### src/rtl/univ_shift_reg.sv
// -----------------------------------------------------------------------------
// univ_shift_reg
//   Parametrised universal shift register. One operation per cycle (hold,
//   SHL, SHR, LOAD, ROL, ROR, ASR, CLR) in single-step mode, or a burst of
//   i_shamt shifts of a captured mode under a start/busy/done handshake.
//
// Parameters
//   WIDTH  register width (>= 2)
//   CNT_W  width of the burst shift count
//
// Ports
//   i_clk     rising-edge clock
//   i_rst     asynchronous active-low reset
//   i_en      single-step enable (idle only)
//   i_mode    operation select
//   i_sin_l   serial in at the MSB end (right shifts)
//   i_sin_r   serial in at the LSB end (left shifts)
//   i_pload   parallel load data
//   i_start   burst request
//   i_shamt   burst shift count
//   o_q       register contents
//   o_sout_l  q[WIDTH-1]
//   o_sout_r  q[0]
//   o_busy    burst in progress
//   o_done    one-cycle pulse at burst end
//   o_parity  registered even parity of q (only with SHREG_PARITY_EN)
//
// Optional feature macro: SHREG_PARITY_EN
// -----------------------------------------------------------------------------
module univ_shift_reg #(
   parameter int WIDTH = 8,
   parameter int CNT_W = 4
) (
   input  logic             i_clk,
   input  logic             i_rst,
   input  logic             i_en,
   input  logic [2:0]       i_mode,
   input  logic             i_sin_l,
   input  logic             i_sin_r,
   input  logic [WIDTH-1:0] i_pload,
   input  logic             i_start,
   input  logic [CNT_W-1:0] i_shamt,
   output logic [WIDTH-1:0] o_q,
   output logic             o_sout_l,
   output logic             o_sout_r,
   output logic             o_busy,
`ifdef SHREG_PARITY_EN
   output logic             o_parity,
`endif
   output logic             o_done
);

   localparam logic [2:0] M_HOLD = 3'b000;
   localparam logic [2:0] M_SHL  = 3'b001;
   localparam logic [2:0] M_SHR  = 3'b010;
   localparam logic [2:0] M_LOAD = 3'b011;
   localparam logic [2:0] M_ROL  = 3'b100;
   localparam logic [2:0] M_ROR  = 3'b101;
   localparam logic [2:0] M_ASR  = 3'b110;
   localparam logic [2:0] M_CLR  = 3'b111;

   typedef enum logic [1:0] {
      IDLE = 2'd0,
      RUN  = 2'd1,
      FIN  = 2'd2
   } state_t;

   state_t           r_state;
   logic [CNT_W-1:0] r_cnt;
   logic [2:0]       r_mode;
   logic [WIDTH-1:0] r_q;
   logic             r_busy;
   logic             r_done;

   logic [2:0]       w_step_mode;
   logic             w_apply;
   logic [WIDTH-1:0] w_q_nxt;
   logic             w_shift_cls;

   // Only the shift-class modes make a burst do anything; load/clear/hold
   // bursts complete immediately without touching q.
   assign w_shift_cls = (i_mode == M_SHL) || (i_mode == M_SHR) ||
                        (i_mode == M_ROL) || (i_mode == M_ROR) ||
                        (i_mode == M_ASR);

   // Next-q datapath, shared by single-step and burst so parity can be
   // registered from the same value on the same edge.
   always_comb begin
      w_apply     = 1'b0;
      w_step_mode = r_mode;
      w_q_nxt     = r_q;
      case (r_state)
         IDLE: begin
            // start wins over en; the start edge itself leaves q alone
            if (!i_start && i_en) begin
               w_apply     = 1'b1;
               w_step_mode = i_mode;
            end
         end
         RUN:     w_apply = 1'b1;
         default: w_apply = 1'b0;
      endcase
      if (w_apply) begin
         case (w_step_mode)
            M_HOLD:  w_q_nxt = r_q;
            M_SHL:   w_q_nxt = {r_q[WIDTH-2:0], i_sin_r};
            M_SHR:   w_q_nxt = {i_sin_l, r_q[WIDTH-1:1]};
            M_LOAD:  w_q_nxt = i_pload;
            M_ROL:   w_q_nxt = {r_q[WIDTH-2:0], r_q[WIDTH-1]};
            M_ROR:   w_q_nxt = {r_q[0], r_q[WIDTH-1:1]};
            M_ASR:   w_q_nxt = {r_q[WIDTH-1], r_q[WIDTH-1:1]};
            M_CLR:   w_q_nxt = '0;
            default: w_q_nxt = r_q;
         endcase
      end
   end

   always_ff @(posedge i_clk or negedge i_rst) begin
      if (!i_rst) begin
         r_state <= IDLE;
         r_cnt   <= '0;
         r_mode  <= M_HOLD;
         r_q     <= '0;
         r_busy  <= 1'b0;
         r_done  <= 1'b0;
      end else begin
         r_q <= w_q_nxt;
         case (r_state)
            IDLE: begin
               r_done <= 1'b0;
               if (i_start) begin
                  r_mode <= i_mode;
                  r_cnt  <= i_shamt;
                  if (w_shift_cls && (i_shamt != '0)) begin
                     r_state <= RUN;
                     r_busy  <= 1'b1;
                  end else begin
                     r_state <= FIN;
                     r_done  <= 1'b1;
                  end
               end
            end
            RUN: begin
               r_cnt <= r_cnt - 1'b1;
               if (r_cnt == CNT_W'(1)) begin
                  r_state <= FIN;
                  r_busy  <= 1'b0;
                  r_done  <= 1'b1;
               end
            end
            FIN: begin
               r_done  <= 1'b0;
               r_state <= IDLE;
            end
            default: begin
               r_state <= IDLE;
               r_busy  <= 1'b0;
               r_done  <= 1'b0;
            end
         endcase
      end
   end

`ifdef SHREG_PARITY_EN
   logic r_parity;

   always_ff @(posedge i_clk or negedge i_rst) begin
      if (!i_rst) r_parity <= 1'b0;
      else        r_parity <= ^w_q_nxt;
   end

   assign o_parity = r_parity;
`endif

   assign o_q      = r_q;
   assign o_sout_l = r_q[WIDTH-1];
   assign o_sout_r = r_q[0];
   assign o_busy   = r_busy;
   assign o_done   = r_done;

endmodule
### config.mk
export PLATFORM = sky130hd
export DESIGN_NAME = univ_shift_reg
export DESIGN_NICKNAME = d
export VERILOG_FILES = /design/src/rtl/univ_shift_reg.sv
export SDC_FILE = /design/constraint.sdc
export NUM_CORES = 1
export LEC_CHECK = 0
export CAP_MARGIN = 0
export CORE_MARGIN = 2
export CORE_UTILIZATION = 55
export DETAILED_ROUTE_END_ITERATION = 8
export PLACE_DENSITY = 0.86
export SLEW_MARGIN = 20
export SYNTH_ARGS = -nofsm -noshare
export SYNTH_HDL_FRONTEND = slang
export SYNTH_SLANG_ARGS = --single-unit
### constraint.sdc
create_clock -name i_clk -period 2.9 [get_ports i_clk]
set_clock_uncertainty 0.05 [all_clocks]
set_input_delay 0.435 -clock i_clk [delete_from_list [all_inputs] [get_ports i_clk]]
set_output_delay 0.435 -clock i_clk [all_outputs]
set_load 0.05 [all_outputs]
==> impl_metrics.yaml, run 1 <==
run_status:
  status: "complete, no violations"
detailed_routing:
  wirelength_mm: 3.95
  firstDrtPassIters: 4
  ant_nets: 0
  drtIter0Drc: 88
  wl_per_cell_um: 16.6
  drc: 0
  viasPerCell: 6.25
  vias: 1488
final_layout:
  layout_commonest_cell: "clkdlybuf4s50_1"
  final_cell_mix: "clkdlybuf4s50_1, nand2_1, dfrtp_1"
  final_layout_size_suffix_gt1_share_pct: 8.70
  final_util_pct: 69.3
  final_area_mm2: 0.00188
  insertedDiodeCount: 0
  area_delta_synth_final_pct: 22.4
  nNetsFinal: 231
  final_cells: 238
  fillers: 209
setup_path:
  crit_fanout: 13
  crit_required_ns: 3.09
  slowest_stage: "or4b_1"
  startpoint: "r_state[1]"
  r2r_start: "r_state[1]"
  end_kind: "flip-flop"
  cp_slowest_stage_delay_ns: 0.76
  criticalPathCategory: "flip-flop to flip-flop"
  worst_ep_arrival_time_ns: 2.44
  critPathLaunchType: "flip-flop"
  crit_chain: "or4b_1 > mux2i_4 > nand3_2 > a311o_1 > o21ai_2"
global_routing:
  grt_first_pass_wirelength_mm: 6.87
  grt-ovfl-total: 0
  met2_usage_pct: 44.7
  grt_pass1_vias: 1522
  grt_max_degree: 20
  grt_use_met1_pct: 35.3
  antenna_found_initial: 0
  track_usage_pct: 26.7
  grt_busiest_layer: "met2"
  use_met3_pct: 3.46
timing:
  min_period_ns: 2.25
  worst_pin_slew_ns: 0.893
  period_share_pct: 77.7
  rsz0062_at_grt: "false"
  finalSetupViolCount: 0
  setup_ws_ns: 0.647
  fin_setup_tns_ns: 0
  timing.slew.headroom_pct: 40.3
  hold_viol: 0
  drv_slew: 0
  clock.fmax_ghz: 0.444
pwr:
  p_clk_share_pct: 6.3
  p_seq_share_pct: 29.0
  power.internal_mw: 1.06
  swShare_pct: 51.7
  power.density_mw_per_mm2: 1170
  combPwrFrac_pct: 64.6
  p_sw_mw: 1.13
  vdd_drop_max_uv: 921
  p_leak_nw: 0.751
synth:
  yosys.area.top_type: "dfrtp_1"
  ys_seq_area_share_pct: 31.0
  synth_cells: 184
  syn-num-nets: 207
  synthArstFlopShare_pct: 100
  avgSynthCellArea_um2: 8.34
  synth_edf_count: 0
  yosysWarningCount: 0
  synth_seq_cells: 19
  syn_area_mm2: 0.00153
  ys.flop_type: "dfrtp_1"
  synthDistinctLibCells: 47
  ys_top_cells_by_area: "dfrtp_1, maj3_1, a21oi_1, nand2_1, a2bb2oi_1"
  synth.top_cell.area_share_pct: 31.0
min_path:
  hp-start: "r_cnt[3]"
  hold_class: "flip-flop to flip-flop"
floorplan:
  fp-row-count: 19
  start_util_pct: 56.6
  die_h_um: 56.8
  die_area_mm2: 0.00323
  coreArea_mm2: 0.00271
  num_io_pins: 33
  die_w_um: 56.8
clocking:
  clk_latency_ns: 0.31
  cts_setup_buffers: 0
  cts_sinks: 19
  cts_tree: "built"
  htreeDepth: 1
  cts_resized: 0
  cts_root_buffer: "clkbuf_4"
  cts_made_buffers: 3
  cts.clk_slew.worst_paths_ns: 0.12
  hold_buffers: 0
  cts_max_path_buffers: 2
placement:
  gp_congestion: 0.907
  place_inst: 234
  numPortBuffers: 32
  preCtsSetupSlack_ns: 0.371
  hpwl_mm: 2.85
  placed_area_mm2: 0.00185
flow_run:
  drv_cap: 0
[path summary, 6_finish.rpt]
kind | end | slack, ns | cells past startpoint
max in group asynchronous | o_q[3] | 1.68 | 1
min | r_cnt[3] | 0.49 | 1
min reg2reg | r_cnt[3] | 0.49 | 1
max reg2reg | o_q[0] | 0.65 | 5
max | o_q[0] | 0.65 | 5
min in group asynchronous | r_cnt[3] | 0.56 | 1
[critical path: cells and delay by family (launching register included)]
kind | cells | cell delay (ns)
AND/OR/NAND/NOR | 2 | 0.86
flip-flops | 1 | 0.55
AO/OA/AOI/OAI | 2 | 0.35
multiplexers | 1 | 0.37
[power by group through the flow]
stage | Sequential, mW | Clock (mW) | Combinational (mW)
global placement | 0.616 | 0 | 1.37
floorplan | 0.742 | 0 | 0.921
CTS | 0.628 | 0.143 | 1.42
detailed placement | 0.633 | 0 | 1.42
finish | 0.636 | 0.139 | 1.42
global route | 0.663 | 0.155 | 1.54
[stage by stage]
| stage | power [mW] | hold WS (ns) |
|---|---|---|
| finish | 2.19 | 0.486 |
| global route | 2.36 | 0.517 |
| CTS | 2.19 | 0.493 |
| detailed placement | 2.05 | 0.466 |
| global placement | 1.98 | 0.448 |
| floorplan | 1.66 | 0.0894 |
[logic make-up (layout without fill, tap and decap cells)]
kind of cell | count (synthesis) | in the layout | synth area share (%)
XOR/XNOR | 2 | 2 | 1.14
buffers and inverters | 27 | 50 | 7.59
AO/OA/AOI/OAI | 50 | 50 | 22.8
adder cells (fa/ha/maj) | 14 | 14 | 9.46
multiplexers | 7 | 7 | 5.71
AND/OR/NAND/NOR | 65 | 65 | 22.3
flip-flops | 19 | 19 | 31.0
[registers in the layout (all words and copies together) (netlist names)]
register	flops
o_q	8
r_cnt	4
r_mode	3
r_state	2
o_busy	1
o_done	1
[area by class of cell]
type / instances / area (µm²) / share of cell area (%)
Clock buffer: 3 / 22.5 / 1.20
Inverter: 10 / 37.5 / 2.00
Sequential cell: 19 / 475 / 25.3
Multi-Input combinational cell: 138 / 948 / 50.5
Tap cell: 31 / 38.8 / 2.07
Timing Repair Buffer: 36 / 350 / 18.7
Clock inverter: 1 / 5.00 / 0.266
[routing by layer]
layer / part of all wire, % / vias to the layer above
li1: - / 711
met1: 44 / 716
met2: 49 / 52
met3: 5.1 / 9
met4: 1.4 / 0
met5: 0 / -
[cell usage after synthesis (6+ instances only)]
cell type / count
a21oi_1: 16
a2bb2oi_1: 6
a32oi_1: 6
clkbuf_1: 11
dfrtp_1: 19
inv_1: 10
maj3_1: 12
nand2_1: 19
nand2b_1: 6
nand3_1: 7
nor2_1: 13
(Power assumes the default switching activity.)
==> run 2, diff against run 1 <==
--- a/config.mk
+++ b/config.mk
@@ -7,9 +7,9 @@
 export LEC_CHECK = 0
 export CAP_MARGIN = 0
 export CORE_MARGIN = 2
-export CORE_UTILIZATION = 55
+export CORE_UTILIZATION = 51
 export DETAILED_ROUTE_END_ITERATION = 8
-export PLACE_DENSITY = 0.86
+export PLACE_DENSITY = 0.8
 export SLEW_MARGIN = 20
 export SYNTH_ARGS = -nofsm -noshare
 export SYNTH_HDL_FRONTEND = slang
==> constraint.sdc (replaced) <==
create_clock -name i_clk -period 2.32 [get_ports i_clk]
set_clock_uncertainty 0.05 [all_clocks]
set_input_delay 0.348 -clock i_clk [delete_from_list [all_inputs] [get_ports i_clk]]
set_output_delay 0.348 -clock i_clk [all_outputs]
set_load 0.05 [all_outputs]
==> impl_metrics.yaml, run 2 (synthesized netlist as in run 1, its figures left out) <==
run_status:
  status: "finished with violations"
  violations: "DRC"
final_layout:
  area_delta_synth_final_pct: 25.3
  final_area_mm2: 0.00192
  final_cell_mix: "clkdlybuf4s50_1, nand2_1, dfrtp_1"
  nNetsFinal: 237
  final_layout_size_suffix_gt1_share_pct: 10.8
  largest_reg_flops: 8
  insertedDiodeCount: 0
  layout_commonest_cell: "clkdlybuf4s50_1"
floorplan:
  die_area_mm2: 0.00346
  start_util_pct: 54.7
  die_w_um: 58.8
  num_io_pins: 33
  fp-row-count: 19
  coreArea_mm2: 0.00281
  die_h_um: 58.8
setup_path:
  r2r_start: "r_state[1]"
  r2r_setup_slack_ns: 0.29
  crit_required_ns: 2.46
  slowest_stage: "clkdlybuf4s50_1"
  cp_slowest_stage_delay_ns: 0.42
  crit_fanout: 19
  crit_chain: "clkdlybuf4s50_1 > buf_4 > nor4b_2 > buf_4 > o211ai_1 > o21a_1 > a32oi_1 > a2bb2oi_1"
  worst_path_most_repeated_cell: "buf_4"
  rr_worst_depth: 7
  critPathBufInv: 3
  critPathLaunchType: "input pin"
  criticalPathCategory: "input pin to flip-flop"
  crit_family: "buffers and inverters"
  worst_ep_arrival_time_ns: 2.24
  end_kind: "flip-flop"
  rr_endpoint: "o_q[2]"
clocking:
  cts_tree: "built"
  clk_latency_ns: 0.30
  cts_sinks: 19
  cts_max_path_buffers: 2
  htreeDepth: 1
  hold_buffers: 0
  cts.clk_slew.worst_paths_ns: 0.11
  cts_resized: 0
  cts_setup_buffers: 0
  cts_made_buffers: 3
  cts_root_buffer: "clkbuf_4"
timing:
  rsz0062_at_grt: "false"
  clock.fmax_ghz: 0.478
  timing.slew.headroom_pct: 63.0
  min_period_ns: 2.09
  period_share_pct: 90.2
  finalSetupViolCount: 0
  fin_setup_tns_ns: 0
  hold_viol: 0
  drv_slew: 0
  setup_ws_ns: 0.228
  worst_pin_slew_ns: 0.555
pwr:
  power.internal_mw: 1.35
  combPwrFrac_pct: 66.7
  p_clk_share_pct: 6.3
  power.density_mw_per_mm2: 1430
  p_sw_mw: 1.40
  p_leak_nw: 0.777
  vdd_drop_max_uv: 999
  swShare_pct: 50.9
  p_seq_share_pct: 26.9
detailed_routing:
  firstDrtPassIters: 6
  viasPerCell: 6.18
  ant_nets: 0
  vias: 1509
  drtIter0Drc: 83
  wirelength_mm: 3.82
  drc: 1
  wl_per_cell_um: 15.6
global_routing:
  track_usage_pct: 24.2
  grt_max_degree: 20
  antenna_found_initial: 0
  grt_first_pass_wirelength_mm: 6.56
  grt-ovfl-total: 0
  grt_pass1_vias: 1421
placement:
  preCtsSetupSlack_ns: -0.0812
  numPortBuffers: 32
  gp_congestion: 0.830
  hpwl_mm: 2.81
  placed_area_mm2: 0.00190
min_path:
  hold_class: "input pin to async pin"
flow_run:
  drv_cap: 0
==> run 2: cell types whose count changed in the layout (fill, tap and decap cells not counted) <==
cell,change
clkbuf_1,+1
clkinv_2,-1
buf_4,+6
==> run 2: metrics by stage <==
stage                     hold WS [ns]  utilization (%)  total power, mW  instances
after floorplan                0.00241                -             2.08        184
after global routing             0.315             68.5             2.95        244
after CTS                        0.318             68.5             2.75        244
final                            0.319             68.5             2.75        244
after global placement           0.447             67.6             2.52        240
after detailed placement         0.463             67.6             2.57        240
==> run 2: cell type report <==
| cell class | count | area (µm²) |
|---|---|---|
| clock buffer | 4 | 26.3 |
| fill | 225 | 883 |
| inverter | 10 | 37.5 |
| multi-input combinational | 138 | 948 |
| sequential | 19 | 475 |
| tap | 31 | 38.8 |
| timing repair buffer | 42 | 395 |
==> run 2: power groups by stage <==
stage | Sequential (mW) | Combinational, mW | Clock, mW
finish | 0.741 | 1.84 | 0.174
global placement | 0.727 | 1.79 | 0
CTS | 0.733 | 1.84 | 0.180
detailed placement | 0.740 | 1.83 | 0
floorplan | 0.928 | 1.15 | 0
global route | 0.769 | 1.99 | 0.199
==> run 2: worst max-delay path by stage <==
| stage | to | cells after the start | start |
|---|---|---|---|
| 5_1_grt | o_q[7] | 8 | i_start |
| 6_report | o_q[2] | 8 | i_start |
| 3_3_place_gp | o_q[0] | 6 | i_start |
| 3_5_place_dp | o_q[0] | 6 | i_start |
| 2_1_floorplan | o_q[7] | 7 | r_state[1] |
| 4_1_cts | o_q[0] | 6 | i_start |
==> run 2: worst reg2reg max path: stages, from the launching register on <==
cell and delay [ns]:
dfrtp_1 0.40, buf_4 0.18, nor4b_2 0.33, buf_4 0.29, o211ai_1 0.16, o21a_1 0.22
a32oi_1 0.21, a2bb2oi_1 0.09
==> run 2: metal layers <==
| layer | vias to the layer above | wire length [µm] | GRT usage [%] |
|---|---|---|---|
| met5 | - | 0 | 0 |
| met2 | 55 | 1730 | 37.0 |
| met1 | 721 | 1840 | 35.5 |
| met3 | 7 | 194 | 2.86 |
| met4 | 0 | 47 | 8.12 |
| li1 | 726 | - | - |
==> run 3, diff against run 2 <==
--- a/config.mk
+++ b/config.mk
@@ -9,7 +9,7 @@
 export CORE_MARGIN = 2
 export CORE_UTILIZATION = 51
 export DETAILED_ROUTE_END_ITERATION = 8
-export PLACE_DENSITY = 0.8
+export PLACE_DENSITY = 0.83
 export SLEW_MARGIN = 20
 export SYNTH_ARGS = -nofsm -noshare
 export SYNTH_HDL_FRONTEND = slang
==> impl_metrics.yaml, run 3 (synthesized netlist as in run 1, its figures left out) <==
final_layout:
  final_util_pct: 69.3
  layout_commonest_cell: "clkdlybuf4s50_1"
  area_delta_synth_final_pct: 26.8
  insertedDiodeCount: 0
  largest_reg_flops: 8
  final_cell_mix: "clkdlybuf4s50_1, nand2_1, dfrtp_1"
  final_area_mm2: 0.00194
  nNetsFinal: 240
  final_layout_size_suffix_gt1_share_pct: 12.0
  fillers: 234
setup_path:
  end_kind: "flip-flop"
  crit_fanout: 7
  worst_ep_arrival_time_ns: 2.24
  slowest_stage: "or4b_1"
  crit_chain: "clkdlybuf4s50_1 > or4b_1 > buf_4 > nor3_1 > o21ai_0 > a311o_1 > o21ai_2"
  rr_worst_depth: 6
  cp_slowest_stage_delay_ns: 0.54
  r2r_setup_slack_ns: 0.34
  critPathLaunchType: "input pin"
  criticalPathCategory: "input pin to flip-flop"
  critPathBufInv: 2
  rr_endpoint: "o_q[0]"
  crit_family: "simple AND/OR/NAND/NOR gates"
  crit_required_ns: 2.52
  r2r_start: "r_state[1]"
timing:
  rsz0062_at_grt: "false"
  finalSetupViolCount: 0
  hold_viol: 0
  fin_setup_tns_ns: 0
  period_share_pct: 88.2
  timing.slew.headroom_pct: 61.4
  setup_ws_ns: 0.273
  clock.fmax_ghz: 0.488
  worst_pin_slew_ns: 0.578
  drv_slew: 0
  min_period_ns: 2.05
placement:
  hpwl_mm: 3.03
  preCtsSetupSlack_ns: -0.0585
  placed_area_mm2: 0.00192
  numPortBuffers: 32
  gp_congestion: 0.826
clocking:
  cts_sinks: 19
  cts_resized: 0
  cts_made_buffers: 3
  htreeDepth: 1
  cts_max_path_buffers: 2
  cts_tree: "built"
  cts.clk_slew.worst_paths_ns: 0.12
  clk_latency_ns: 0.29
  cts_root_buffer: "clkbuf_4"
  cts_setup_buffers: 0
  hold_buffers: 0
pwr:
  vdd_drop_max_uv: 772
  p_leak_nw: 0.791
  power.density_mw_per_mm2: 1420
  power_mw: 2.77
detailed_routing:
  m1WireLength_mm: 1.80
  drc: 2
  firstDrtPassIters: 6
  wirelength_mm: 4.09
  drtIter0Drc: 101
  top_layer: "met4"
  ant_nets: 0
  viasPerCell: 6.24
  met2_length_mm: 2.06
  wl_met3_um: 212
  vias: 1542
  wl_per_cell_um: 16.6
floorplan:
  die_h_um: 58.8
  coreArea_mm2: 0.00281
  num_io_pins: 33
  die_area_mm2: 0.00346
  start_util_pct: 54.7
  die_w_um: 58.8
  fp-row-count: 19
global_routing:
  grt_max_degree: 20
  track_usage_pct: 26.2
  grt_pass1_vias: 1540
  grt-ovfl-total: 0
  antenna_found_initial: 0
  grt_first_pass_wirelength_mm: 6.98
run_status:
  violations: "DRC"
  status: "finished with violations"
flow_run:
  drv_cap: 0
min_path:
  hold_class: "input pin to async pin"
==> run 3: cell count changes in the layout (fill, tap and decap cells not counted), sizes merged <==
cell / change
buf: +3
==> run 3: through the flow <==
step / std cells / hold WS, ns
6_report: 247 / 0.327
5_1_grt: 247 / 0.335
4_1_cts: 247 / 0.323
3_5_place_dp: 243 / 0.458
3_3_place_gp: 243 / 0.439
2_1_floorplan: 184 / 0.00241
==> run 3: report_power, final <==
group | total (mW) | internal (mW) | switching, mW
sequential | 0.752 | 0.499 | 0.253
clock | 0.174 | 0.0670 | 0.107
combinational | 1.84 | 0.790 | 1.05
==> run 3: final cells by class <==
type | count | area (µm²) | share of cell area (%)
clock buffers | 4 | 26.3 | 1.35
inverters | 10 | 37.5 | 1.93
multi-input cells | 138 | 948 | 48.8
flip-flops and latches | 19 | 475 | 24.5
well taps | 31 | 38.8 | 1.99
repair buffers | 45 | 418 | 21.5
==> run 3: worst max-delay path by stage <==
stage / startpoint / to / slack (ns) / depth (start not counted)
5_1_grt: i_start / o_q[2] / 0.14 / 7
4_1_cts: i_start / o_q[0] / 0.27 / 7
6_report: i_start / o_q[0] / 0.27 / 7
3_3_place_gp: i_start / o_q[7] / -0.01 / 8
3_5_place_dp: i_start / o_q[0] / -0.06 / 7
2_1_floorplan: r_state[1] / o_q[7] / 0.53 / 7
==> run 3: per-layer routing <==
| layer | track usage [%] | vias to the layer above |
|---|---|---|
| met5 | 0 | - |
| met4 | 10.1 | 0 |
| met3 | 3.30 | 2 |
| met2 | 41.3 | 41 |
| met1 | 36.7 | 770 |
| li1 | - | 729 |
